[config.mk]
export PLATFORM = sky130hd
export DESIGN_NAME = instr_fetch_queue
export DESIGN_NICKNAME = d
export VERILOG_FILES = /design/src/rtl/instr_fetch_queue.sv
export SDC_FILE = /design/constraint.sdc
export NUM_CORES = 1
export LEC_CHECK = 0
export CAP_MARGIN = 20
export CORE_AREA = 2 2 253 255
export CTS_BUF_LIST = sky130_fd_sc_hd__clkbuf_4 sky130_fd_sc_hd__clkbuf_8 sky130_fd_sc_hd__clkbuf_16
export CTS_CLUSTER_SIZE = 12
export DETAILED_ROUTE_END_ITERATION = 8
export DIE_AREA = 0 0 255 257
export PLACE_DENSITY = 0.58
export RECOVER_POWER = 50
export SKIP_LAST_GASP = 1
export SLEW_MARGIN = 20
export SYNTH_ARGS = -nofsm -noshare
export SYNTH_HDL_FRONTEND = slang
export SYNTH_SLANG_ARGS = --single-unit
[constraint.sdc]
create_clock -name clk -period 3.25 [get_ports clk]
set_input_delay 0.8125 -clock clk [delete_from_list [all_inputs] [get_ports clk]]
set_output_delay 0.8125 -clock clk [all_outputs]
set_load 0.005 [all_outputs]
[src/rtl/instr_fetch_queue.sv]
// RV32I fetch stage: PC, variable-latency imem requests, in-order instruction queue.
// Optional FETCH_ALIGN_CHECK_EN: flag misaligned redirect targets and stall fetch.
module instr_fetch_queue #(
    parameter logic [31:0] RESET_PC = 32'h0000_0000,
    parameter int          DEPTH    = 4
) (
    input  logic        clk,
    input  logic        rst,
    output logic        imem_req_valid,
    input  logic        imem_req_ready,
    output logic [31:0] imem_addr,
    input  logic        imem_rsp_valid,
    input  logic [31:0] imem_rsp_data,
    input  logic        redirect_valid,
    input  logic [31:0] redirect_pc,
    output logic        instr_valid,
    input  logic        instr_ready,
    output logic [31:0] instr,
    output logic [31:0] instr_pc,
    output logic        fetch_misaligned
);

    localparam int AW = $clog2(DEPTH);
    localparam int CW = AW + 1;
    localparam logic [CW:0] LIMIT = (CW + 1)'(DEPTH);

    logic [31:0]   pc;
    logic [CW-1:0] count;
    logic [CW-1:0] outstanding;
    logic [CW-1:0] drop;
    logic [AW-1:0] q_rd, q_wr;
    logic [AW-1:0] t_rd, t_wr;
    logic [31:0]   q_data [DEPTH];
    logic [31:0]   q_pc   [DEPTH];
    logic [31:0]   tag    [DEPTH];
    logic [31:0]   hold_instr, hold_pc;
    logic [31:0]   redir_pc;
    logic          misaligned;
    logic [CW:0]   used;
    logic          req_fire, rsp_take, pop;

`ifdef FETCH_ALIGN_CHECK_EN
    logic mis_q;

    // Sticky misalignment flag, cleared by reset or an aligned redirect
    always_ff @(posedge clk) begin
        if (rst)
            mis_q <= 1'b0;
        else if (redirect_valid)
            mis_q <= |redirect_pc[1:0];
    end

    assign misaligned = mis_q;
    assign redir_pc   = redirect_pc;
`else
    assign misaligned = 1'b0;
    assign redir_pc   = redirect_pc & 32'hFFFF_FFFC;
`endif

    // Credit: buffered plus in-flight fetches never exceed DEPTH
    assign used = {1'b0, count} + {1'b0, outstanding};
    assign imem_req_valid = !rst && !redirect_valid && !misaligned
                            && (used < LIMIT);
    assign imem_addr = pc;
    assign req_fire  = imem_req_valid && imem_req_ready;
    assign rsp_take  = imem_rsp_valid && (drop == '0);

    assign instr_valid      = (count != '0);
    assign instr            = instr_valid ? q_data[q_rd] : hold_instr;
    assign instr_pc         = instr_valid ? q_pc[q_rd]   : hold_pc;
    assign pop              = instr_valid && instr_ready;
    assign fetch_misaligned = misaligned;

    // PC, pointers and in-flight accounting; redirect overrides everything
    always_ff @(posedge clk) begin
        if (rst) begin
            pc          <= RESET_PC;
            count       <= '0;
            outstanding <= '0;
            drop        <= '0;
            q_rd        <= '0;
            q_wr        <= '0;
            t_rd        <= '0;
            t_wr        <= '0;
        end else if (redirect_valid) begin
            // Every in-flight request not yet dropped becomes dropped;
            // an arriving response is discarded this cycle either way.
            pc          <= redir_pc;
            count       <= '0;
            outstanding <= '0;
            drop        <= drop + outstanding - CW'(imem_rsp_valid);
            q_rd        <= '0;
            q_wr        <= '0;
            t_rd        <= '0;
            t_wr        <= '0;
        end else begin
            if (req_fire) begin
                pc   <= pc + 32'd4;
                t_wr <= t_wr + AW'(1);
            end
            if (imem_rsp_valid && !rsp_take)
                drop <= drop - CW'(1);
            if (rsp_take) begin
                q_wr <= q_wr + AW'(1);
                t_rd <= t_rd + AW'(1);
            end
            if (pop)
                q_rd <= q_rd + AW'(1);
            outstanding <= outstanding + CW'(req_fire) - CW'(rsp_take);
            count       <= count + CW'(rsp_take) - CW'(pop);
        end
    end

    // Queue and PC-tag storage; no reset needed behind the pointers
    always_ff @(posedge clk) begin
        if (req_fire)
            tag[t_wr] <= pc;
        if (!rst && !redirect_valid && rsp_take) begin
            q_data[q_wr] <= imem_rsp_data;
            q_pc[q_wr]   <= tag[t_rd];
        end
    end

    // Remember the last head shown so outputs hold while empty
    always_ff @(posedge clk) begin
        if (rst) begin
            hold_instr <= '0;
            hold_pc    <= '0;
        end else if (instr_valid) begin
            hold_instr <= instr;
            hold_pc    <= instr_pc;
        end
    end

endmodule

# After elaboration in Yosys (flattened, before gate mapping)
# Memory sizes are Yosys's and may differ from the RTL's. A register that Yosys moved wholly into a read port is not among the register bits.
# Index checks and enable logic that the tools add are counted.
dict set report word_totals {
  reg_bits 113
  mem_bits_rw 384
  in_bits 70
  out_inout_bits 99
  wordCells 59
  n_memories 3
}
dict set report op_classes {
  addsub 13
  magnitude_cmp 1
  muxes 16
  reduce_logical 15
}
# memory words word_bits rd rd_ports_with_merged_regs wr line_no
set mem_list {}
lappend mem_list {q_data 4 32 1 1 1 33} ;# logic [31:0] q_data [DEPTH];
lappend mem_list {q_pc 4 32 1 1 1 34} ;# logic [31:0] q_pc [DEPTH];
lappend mem_list {tag 4 32 1 1 1 35} ;# logic [31:0] tag [DEPTH];
# cell count
set ops {}
lappend ops {{32-bit 2-to-1 mux} 4}
lappend ops {{32-bit by 3-bit adder with 32-bit output, second input constant} 1}
lappend ops {{2-bit 2-to-1 mux} 6}
lappend ops {{3-bit by 1-bit subtractor with 3-bit output} 3}
lappend ops {{2-bit by 1-bit adder with 2-bit output, second input constant} 4}
lappend ops {{1-bit logical AND} 7}
lappend ops {{3-bit by 1-bit adder with 3-bit output} 2}
lappend ops {{3-bit 2-to-1 mux} 2}
lappend ops {{3-bit by 3-bit adder with 4-bit output} 1}
lappend ops {{4-bit by 3-bit < comparator with 1-bit output, second input constant} 1}
lappend ops {{1-bit 2-to-1 mux} 4}
lappend ops {{2-bit nonzero test} 2}
lappend ops {{3-bit adder} 1}
lappend ops {{1-bit zero test} 3}
lappend ops {{3-bit zero test} 1}
lappend ops {{3-bit nonzero test} 1}
lappend ops {{3-bit by 1-bit subtractor with 3-bit output, second input constant} 1}
lappend ops {{2-bit OR reduction} 1}

# Longest topological paths before layout
# Gate-level depths: netlist of run 1.
dict set report depth {
  depth_word 6
  depth_mapped 12
  ltp_nobuf 11
}

# Least setup slack after synthesis of run 1
# Ideal clock, no wire load.
dict set report synth_path {
  kind {input port to flip-flop}
  startpoint {in rst}
  endpoint {mem q_data[0][0], enable pin}
  setup_time_ns 0.427
  arrival_ns 2.929
  required_ns 2.823
  setup_slack_ns -0.106
  stages 4
  path_buffers 2
  path_cell_list {clkbuf_1 nor2_1 clkbuf_1 and3_1}
}
dict set report synth_via {
  elab_chain_len 5
}
# element line_no
set synth_lines {}
lappend synth_lines {{start, declared} 8} ;# input logic rst,
lappend synth_lines {{1-bit zero test} 118} ;# if (!rst && !redirect_valid && rsp_take) begin
lappend synth_lines {{1-bit logical AND (2 in series)} 118}
lappend synth_lines {{1-bit 2-to-1 mux} 118}
lappend synth_lines {{1-bit 2-to-1 mux (not written as such)} 119} ;# q_data[q_wr] <= imem_rsp_data;
lappend synth_lines {{end, declared} 33}
# Every way passes these cells.

==> results.cfg, run 1 <==
[drt]
via_per_inst = 4.53
drc_errors = 0
drtPass1Iterations = 5
drtIter0Drc = 598
vias = 10317
wirelength_microns = 43500
routedWlPerCell_microns = 19.1
ant_nets = 0

[synthesis]
yosysTopAreaCell = edfxtp_1
yosysSeqAreaShare = 0.717
synth-main-ff-cell = edfxtp_1
yosys_warnings = 0
synth-edff-count = 368
synth.area.top_cells = edfxtp_1 59%, dfxtp_1 12%, mux4_2 11%
synth.top_cell.area_share = 0.593
post-synth-top-count-cell = edfxtp_1
synth_common_cells = 368 x edfxtp_1, 214 x nand2_1, 115 x dfxtp_1
synth_cells = 1169
avgSynthCellArea_sq_um = 15.9
synth_cell_types = 54
syn_area_sq_um = 18600
ys_async_sr_fraction = 0
ys_ff_latch = 483

[sta]
period_share = 0.989
period_minus_slack_ns = 3.21
relSlewSlack = 0.235
fin_worst_hold_slack_ns = 0.490
hold_violations = 0
fmax_mhz = 311
setup_viol = 0
rsz0062_at_grt = yes
clock_skew_ns = 0.0272
worst_pin_slew_ns = 1.15
worst_slack_ns = 0.0356
slew_viol_final = 0
timing.setup.tns_ns = 0

[floorplanning]
initial_utilization = 0.297
ios = 169
die_y_microns = 257
die_w_microns = 255
num_rows = 92
core_area_sq_um = 62700
fp.dieArea_sq_um = 65500

[cts]
numCtsBuffers = 52
cts-root-buf = clkbuf_16
clkLatencyLatePin_ns = 0.60
cts_htree_levels = 2
cts_tree = done
cts.sinks = 483
clock_path_buffers = 3
cts.clk_slew.worst_paths_ns = 0.06

[setup_path]
crit_top_cell = nand2_1
required_ns = 2.44
path_buf_inv = 3
worstSetupStartpointType = flop
critPathMaxStageDelay_ns = 0.50
crit_chain = buf_16, buf_12, mux4_2, nand2_1, nand2_1, clkdlybuf4s50_1
worstSetupEndpointType = primary output
crit_family = buffers and inverters
reg2reg_from = count[1]$_SDFF_PP0_
arrival_ns = 2.40
critPathKind = flop to primary output
slowest_stage = mux4_2
path_max_fanout = 14

[final_layout]
seqCellArea_sq_um = 13400
layout.cells.non_filler = 2277
drive_above_1_share = 0.192
area_growth_pct = 28.5
nFillCells = 5800
multi_input_area_sq_um = 4950
nets = 1479

[placed_design]
port_buffers = 163
hpwl_microns = 26000
dp_slack_ns = 0.210
gp_congestion = 0.780
placed_cells_incl_taps = 2151

[global_routing]
grt_use_total = 0.134
grt_pass1_vias = 10775
grt_max_degree = 63
antenna_found_initial = 5
grt_pass1_wl_microns = 65600
overflow = 0

[power]
total_power_mw = 15.7
ir_drop_mv = 0.367
p_per_area_nw_per_um2 = 657
leakage_nw = 8.71

[hold_path]
hp-class = flop to flop
worstHoldStart = t_wr[1]$_SDFFE_PP0P_

[outcome]
status = complete, no violations

[job]
cap_violations = 0
==> cell families (layout without fill, tap and decap cells) <==
logic type	after synthesis	in the layout	synth area share
and+or+nand+nor	391	391	0.0992
buffers and inverters	86	345	0.0202
muxes	93	93	0.112
AOI/OAI and AO/OA	64	64	0.0221
other	1	4	0.000201
xor gates and xnor gates	28	28	0.0132
adders and majority gates	23	23	0.0167
DFF	483	483	0.717
==> placed cells by master (no fill, tap or decap), types with 4 or more instances in the layout <==
cell type        count
and3_1              10
inv_1               21
xnor2_1             18
nand3_1             13
dlymetal6s2s_1      39
bufinv_16            4
a31oi_1              6
xor2_1              10
clkinv_2             9
o21ai_0              9
dfxtp_2              5
o211ai_1             5
dfxtp_1            108
dlygate4sd3_1       32
nor3_1               7
mux4_2              92
ha_1                20
a21oi_1             19
nor2b_1             65
buf_16               9
clkdlybuf4s50_1     84
clkbuf_8             8
buf_4               23
and4_1               4
and2_1              13
nand4_1             11
nor4_1               4
and3_4               4
dlygate4sd2_1        5
nor2_1              31
clkbuf_4            18
edfxtp_1           368
a211oi_1            11
clkbuf_16           54
buf_12              24
nand2_1            212
==> per-layer routing <==
| metal | track usage | vias up | part of all wire |
|---|---|---|---|
| li1 | - | 4823 | - |
| met1 | 0.174 | 5158 | 0.44 |
| met2 | 0.228 | 269 | 0.49 |
| met3 | 0.0294 | 67 | 0.054 |
| met4 | 0.0309 | 0 | 0.019 |
| met5 | 0 | - | 0 |
==> through the flow <==
stage,utilization,area [sq um]
final,0.382,23900
after global routing,0.382,23900
after CTS,0.377,23600
after detailed placement,0.344,21600
after global placement,0.344,21600
after floorplan,-,18600
==> cell type report <==
| type | instances | share of cell area |
|---|---|---|
| Sequential cell | 483 | 0.558 |
| Multi-Input combinational cell | 602 | 0.207 |
| Timing Repair Buffer | 223 | 0.112 |
| Clock buffer | 78 | 0.0646 |
| Tap cell | 846 | 0.0442 |
| Clock inverter | 20 | 0.00977 |
| Inverter | 24 | 0.00460 |
| Antenna cell | 1 | 0.000105 |
==> timing repair <==
item,in CTS,in global routing
setup buffers,5,15
endpoints found under the setup margin,64,58
resized for setup,22,50
pin swaps,0,1
hold buffers,0,0
cloned,6,2
==> final timing paths <==
check	endpoint	slack, ns	depth (start not counted)
worst max-delay path	instr[30]	0.04	6
worst min-delay path	t_wr[1]$_SDFFE_PP0P_	0.49	2
worst max register to register	count[2]$_SDFF_PP0_	0.59	11
worst min register to register	t_wr[1]$_SDFFE_PP0P_	0.49	2
==> power by group <==
group          internal [mW]  leakage [nW]  total, mW  switching [mW]
clock                   3.63         0.902       6.03            2.40
combinational           1.28          3.52       2.54            1.25
sequential              6.99          4.28       7.16           0.177
==> worst register-to-register path, delay by kind of cell, from the launching register on <==
kind	cells	cell delay, ns
XOR/XNOR	1	0.17
adder cells (fa/ha/maj)	3	0.87
buffers and inverters	4	0.58
flip-flops	1	0.35
AND/OR/NAND/NOR	3	0.54
==> state kept, by name, summed over array words and instances (netlist names), named ones only <==
signal       count
q_pc           120
hold_pc         32
t_wr             2
drop             3
tag            120
q_data         128
imem_addr       30
hold_instr      32
t_rd             2
outstanding      3
count            3
q_wr             2
q_rd             2
(Power assumes the default switching activity.)
==> run 2: changes to the inputs <==
--- a/config.mk
+++ b/config.mk
@@ -13,6 +13,7 @@
 export DIE_AREA = 0 0 255 257
 export PLACE_DENSITY = 0.58
 export RECOVER_POWER = 50
+export SKIP_CTS_REPAIR_TIMING = 1
 export SKIP_LAST_GASP = 1
 export SLEW_MARGIN = 20
 export SYNTH_ARGS = -nofsm -noshare
==> run 2 against run 1 <==
Compared with the run above:
- the run now ends with negative setup slack left
- first-iteration DRC count increased by 5.2%
- critical path depth decreased by 1
- worst hold slack improved by 0.00074 ns
- combinational power decreased by 2%
- largest cell class unchanged
- largest power group unchanged
==> results.cfg, run 2 (synthesized netlist as in run 1, its figures left out) <==
[final_layout]
final_common_cell = edfxtp_1
regMostFlops = q_data
nets = 1465
drive_above_1_share = 0.179
reg_top3 = q_data (128), q_pc (120), tag (120)
largest_reg_flops = 128
area_growth_pct = 26.6
design_area_sq_um = 23600
final_cell_mix = 368 x edfxtp_1, 214 x nand2_1, 119 x clkdlybuf4s50_1

[drt]
routedWlPerCell_microns = 18.9
drtPass1Iterations = 5
wirelength_microns = 42700
via_per_inst = 4.53
drtIter0Drc = 629
drc_errors = 0
vias = 10243
ant_nets = 0

[setup_path]
worstSetupStartpointType = flop
required_ns = 2.44
worstSetupEndpointType = primary output
arrival_ns = 2.49
path_max_fanout = 18
reg2reg_from = count[0]$_SDFF_PP0_
critPathKind = flop to primary output
ff2ff_setup_slack_ns = 0.54

[global_routing]
grt_use_total = 0.129
overflow = 0
grt_pass1_wl_microns = 63600
grt_pass1_vias = 10688
antenna_found_initial = 5
grt_max_degree = 65

[outcome]
failed_checks = negative setup slack
status = complete, but fails checks

[sta]
relSlewSlack = 0.255
fmax_mhz = 303
timing.setup.tns_ns = -0.186
period_minus_slack_ns = 3.30
worst_slack_ns = -0.0527
period_share = 1.02
worst_pin_slew_ns = 1.12
rsz0062_at_grt = yes
slew_viol_final = 0
hold_violations = 0
clock_skew_ns = 0.0272
setup_viol = 13

[placed_design]
place_area_sq_um = 21600
hpwl_microns = 26000
dp_slack_ns = 0.210
gp_congestion = 0.780
port_buffers = 163

[power]
leakage_nw = 8.07
ir_drop_mv = 0.368
total_power_mw = 15.7
p_per_area_nw_per_um2 = 664

[cts]
cts_htree_levels = 2
clkLatencyLatePin_ns = 0.60
cts.clk_slew.worst_paths_ns = 0.06
numCtsBuffers = 52
clock_path_buffers = 3
cts.sinks = 483
cts_tree = done
cts-root-buf = clkbuf_16

[floorplanning]
die_y_microns = 257
ios = 169
core_area_sq_um = 62700
num_rows = 92
initial_utilization = 0.297
die_w_microns = 255
fp.dieArea_sq_um = 65500

[hold_path]
worstHoldStart = t_wr[1]$_SDFFE_PP0P_
hp-class = flop to flop

[job]
cap_violations = 0
==> run 2: metrics by stage <==
step,hold WS (ns),instances,util
floorplan,0.466,1171,-
finish,0.491,2263,0.376
detailed placement,0.491,2151,0.344
global placement,0.476,2151,0.344
CTS,0.499,2249,0.372
global route,0.534,2263,0.376
==> run 2: cell type report <==
cell class                      instances  area, sq um
Tap cell                              846         1060
Fill cell                            5829        39100
Multi-Input combinational cell        602         4940
Timing Repair Buffer                  209         2340
Inverter                               24          110
Clock buffer                           78         1550
Clock inverter                         20          234
Sequential cell                       483        13400
Antenna cell                            1         2.50
==> run 2: worst paths after layout <==
check / endpoint / depth (start not counted)
setup / recovery: instr_pc[5] / 5
hold reg to reg: t_wr[1]$_SDFFE_PP0P_ / 2
setup reg to reg: count[2]$_SDFF_PP0_ / 11
hold / removal: t_wr[1]$_SDFFE_PP0P_ / 2
==> run 2: where the power goes <==
part	leakage (nW)	internal (mW)	switching [mW]
sequential	4.28	6.98	0.177
clock	0.902	3.63	2.40
combinational	2.89	1.27	1.21
total	8.07	11.9	3.79
==> run 2: critical path, stage by stage, from the launching register on <==
cell	delay [ns]
dfxtp_4	0.48
clkbuf_16	0.28
mux4_2	0.52
nand2_1	0.09
nand2_1	0.07
clkdlybuf4s50_1	0.48
==> run 2: per-layer routing <==
layer	track usage	part of all wire	vias to the layer above
li1	-	-	4777
met1	0.168	0.45	5154
met2	0.217	0.48	248
met3	0.0288	0.052	64
met4	0.0309	0.019	0
met5	0	0	-
==> run 3: changes to the inputs <==
--- a/config.mk
+++ b/config.mk
@@ -11,8 +11,8 @@
 export CTS_CLUSTER_SIZE = 12
 export DETAILED_ROUTE_END_ITERATION = 8
 export DIE_AREA = 0 0 255 257
+export GPL_TIMING_DRIVEN = 0
 export PLACE_DENSITY = 0.58
-export RECOVER_POWER = 50
 export SKIP_CTS_REPAIR_TIMING = 1
 export SKIP_LAST_GASP = 1
 export SLEW_MARGIN = 20
==> run 3 against run 2 <==
Compared with the run above:
- the run still ends with negative setup slack left
- register-to-register slack got worse by 0.29 ns
- critical endpoint is now instr[0]
- sequential share of layout area fell by 0.69 points
- utilization rose by 0.46 points
- critical path depth rose by 2
- sequential power barely moved
- non-clock buffer count rose by 44
- largest power group unchanged
- combinational power fell by 2%
==> results.cfg, run 3 (synthesized netlist as in run 1, its figures left out) <==
[power]
switching_share = 0.242
seq_power_share = 0.453
leakage_nw = 8.81
p_per_area_nw_per_um2 = 660
total_power_mw = 15.8
pwr-share-clk = 0.392
p_sw_mw = 3.82
p_int_mw = 12.0
pwr-share-comb = 0.155
ir_drop_mv = 0.362

[sta]
timing.setup.tns_ns = -0.437
slew_viol_final = 0
clock_skew_ns = 0.0303
worst_pin_slew_ns = 0.916
period_share = 1.03
setup_viol = 9
period_minus_slack_ns = 3.36
worst_slack_ns = -0.106
fmax_mhz = 298
rsz0062_at_grt = yes
relSlewSlack = 0.389
fin_worst_hold_slack_ns = 0.501
hold_violations = 0

[placed_design]
placed_cells_incl_taps = 2187
dp_slack_ns = -0.553
gp_congestion = 0.841
port_buffers = 162
place_area_sq_um = 21500
hpwl_microns = 28300

[outcome]
status = complete, but fails checks
failed_checks = negative setup slack

[setup_path]
r2r-end = outstanding[2]$_SDFF_PP0_
rr_worst_depth = 12
path_max_fanout = 5
critPathKind = flop to primary output
critPathMaxStageDelay_ns = 0.48
arrival_ns = 2.54
slowest_stage = mux4_2
required_ns = 2.44
crit_chain = buf_12, buf_6, buf_12, mux4_2, nand2_1, nand2_1, clkdlybuf4s50_1
reg2reg_from = count[2]$_SDFF_PP0_
worstSetupEndpointType = primary output
ff2ff_setup_slack_ns = 0.25
worstSetupStartpointType = flop

[cts]
numCtsBuffers = 53
cts.sinks = 483
cts.clk_slew.worst_paths_ns = 0.06
clock_path_buffers = 3
cts_tree = done
cts-root-buf = clkbuf_16
clkLatencyLatePin_ns = 0.61
cts_htree_levels = 2

[final_layout]
layout.cells.non_filler = 2308
regMostFlops = q_data
reg_top3 = q_data (128), q_pc (120), tag (120)
final_common_cell = edfxtp_1
area_growth_pct = 28.2
design_area_sq_um = 23900
diodes = 0
finish.utilization = 0.381
largest_reg_flops = 128
nets = 1510
final_cell_mix = 368 x edfxtp_1, 214 x nand2_1, 114 x clkdlybuf4s50_1
drive_above_1_share = 0.189

[drt]
drtIter0Drc = 511
drc_errors = 0
routedWlPerCell_microns = 18.6
via_per_inst = 4.52
vias = 10429
wirelength_microns = 42900
ant_nets = 0
drtPass1Iterations = 5

[global_routing]
antenna_found_initial = 0
grt_use_met1 = 0.165
grtUsageMet2 = 0.227
grt_pass1_wl_microns = 65400
grt_pass1_vias = 11063
overflow = 0
grt_use_total = 0.132
use_met3 = 0.0348
busiest_layer = met2
grt_max_degree = 40

[floorplanning]
num_rows = 92
fp.dieArea_sq_um = 65500
die_w_microns = 255
ios = 169
die_y_microns = 257
initial_utilization = 0.297
core_area_sq_um = 62700

[hold_path]
holdPathEnd = t_wr[1]$_SDFFE_PP0P_
worstHoldStart = t_wr[1]$_SDFFE_PP0P_
min_path_cells = 2
hp-class = flop to flop

[job]
cap_violations = 0
run 3: per-layer routing:
layer | share of wire | up-vias
li1 | - | 4866
met2 | 0.50 | 268
met3 | 0.056 | 57
met1 | 0.42 | 5238
met5 | 0 | -
met4 | 0.020 | 0
run 3: worst max-delay path by stage:
| stage | cells after the start | startpoint | to | slack, ns |
|---|---|---|---|---|
| final | 7 | flop | instr[0] | -0.11 |
| after global placement | 6 | redirect_valid | tag[3][15]$_DFFE_PP_ | -1.07 |
| after floorplan | 6 | rst | tag[1][10]$_DFFE_PP_ | 0.28 |
| after global routing | 7 | flop | instr[0] | -0.20 |
| after CTS | 6 | count[1]$_SDFF_PP0_ | instr_pc[30] | -1.23 |
| after detailed placement | 6 | count[1]$_SDFF_PP0_ | instr_pc[30] | -0.55 |
run 3: critical path: cells and delay by family (launching register included):
| family | cells | cell delay, ns |
|---|---|---|
| mux | 1 | 0.48 |
| simple gates | 2 | 0.17 |
| buf+inv | 4 | 0.84 |
| flops | 1 | 0.45 |
run 3: final cells by class:
class / count / area (sq um)
Clock inverter: 23 / 284
Multi-Input combinational cell: 602 / 4950
Inverter: 24 / 100
Timing Repair Buffer: 193 / 2140
Tap cell: 846 / 1060
Sequential cell: 483 / 13400
Clock buffer: 77 / 1560
Fill cell: 5841 / 38800
Buffer: 60 / 433
run 3: power groups by stage:
stage / Combinational, mW / Clock (mW) / Sequential (mW)
floorplan: 1.20 / 0 / 7.22
global placement: 2.40 / 0 / 7.26
detailed placement: 2.44 / 0 / 7.27
CTS: 2.46 / 6.36 / 7.14
global route: 2.72 / 6.59 / 7.18
finish: 2.44 / 6.19 / 7.15
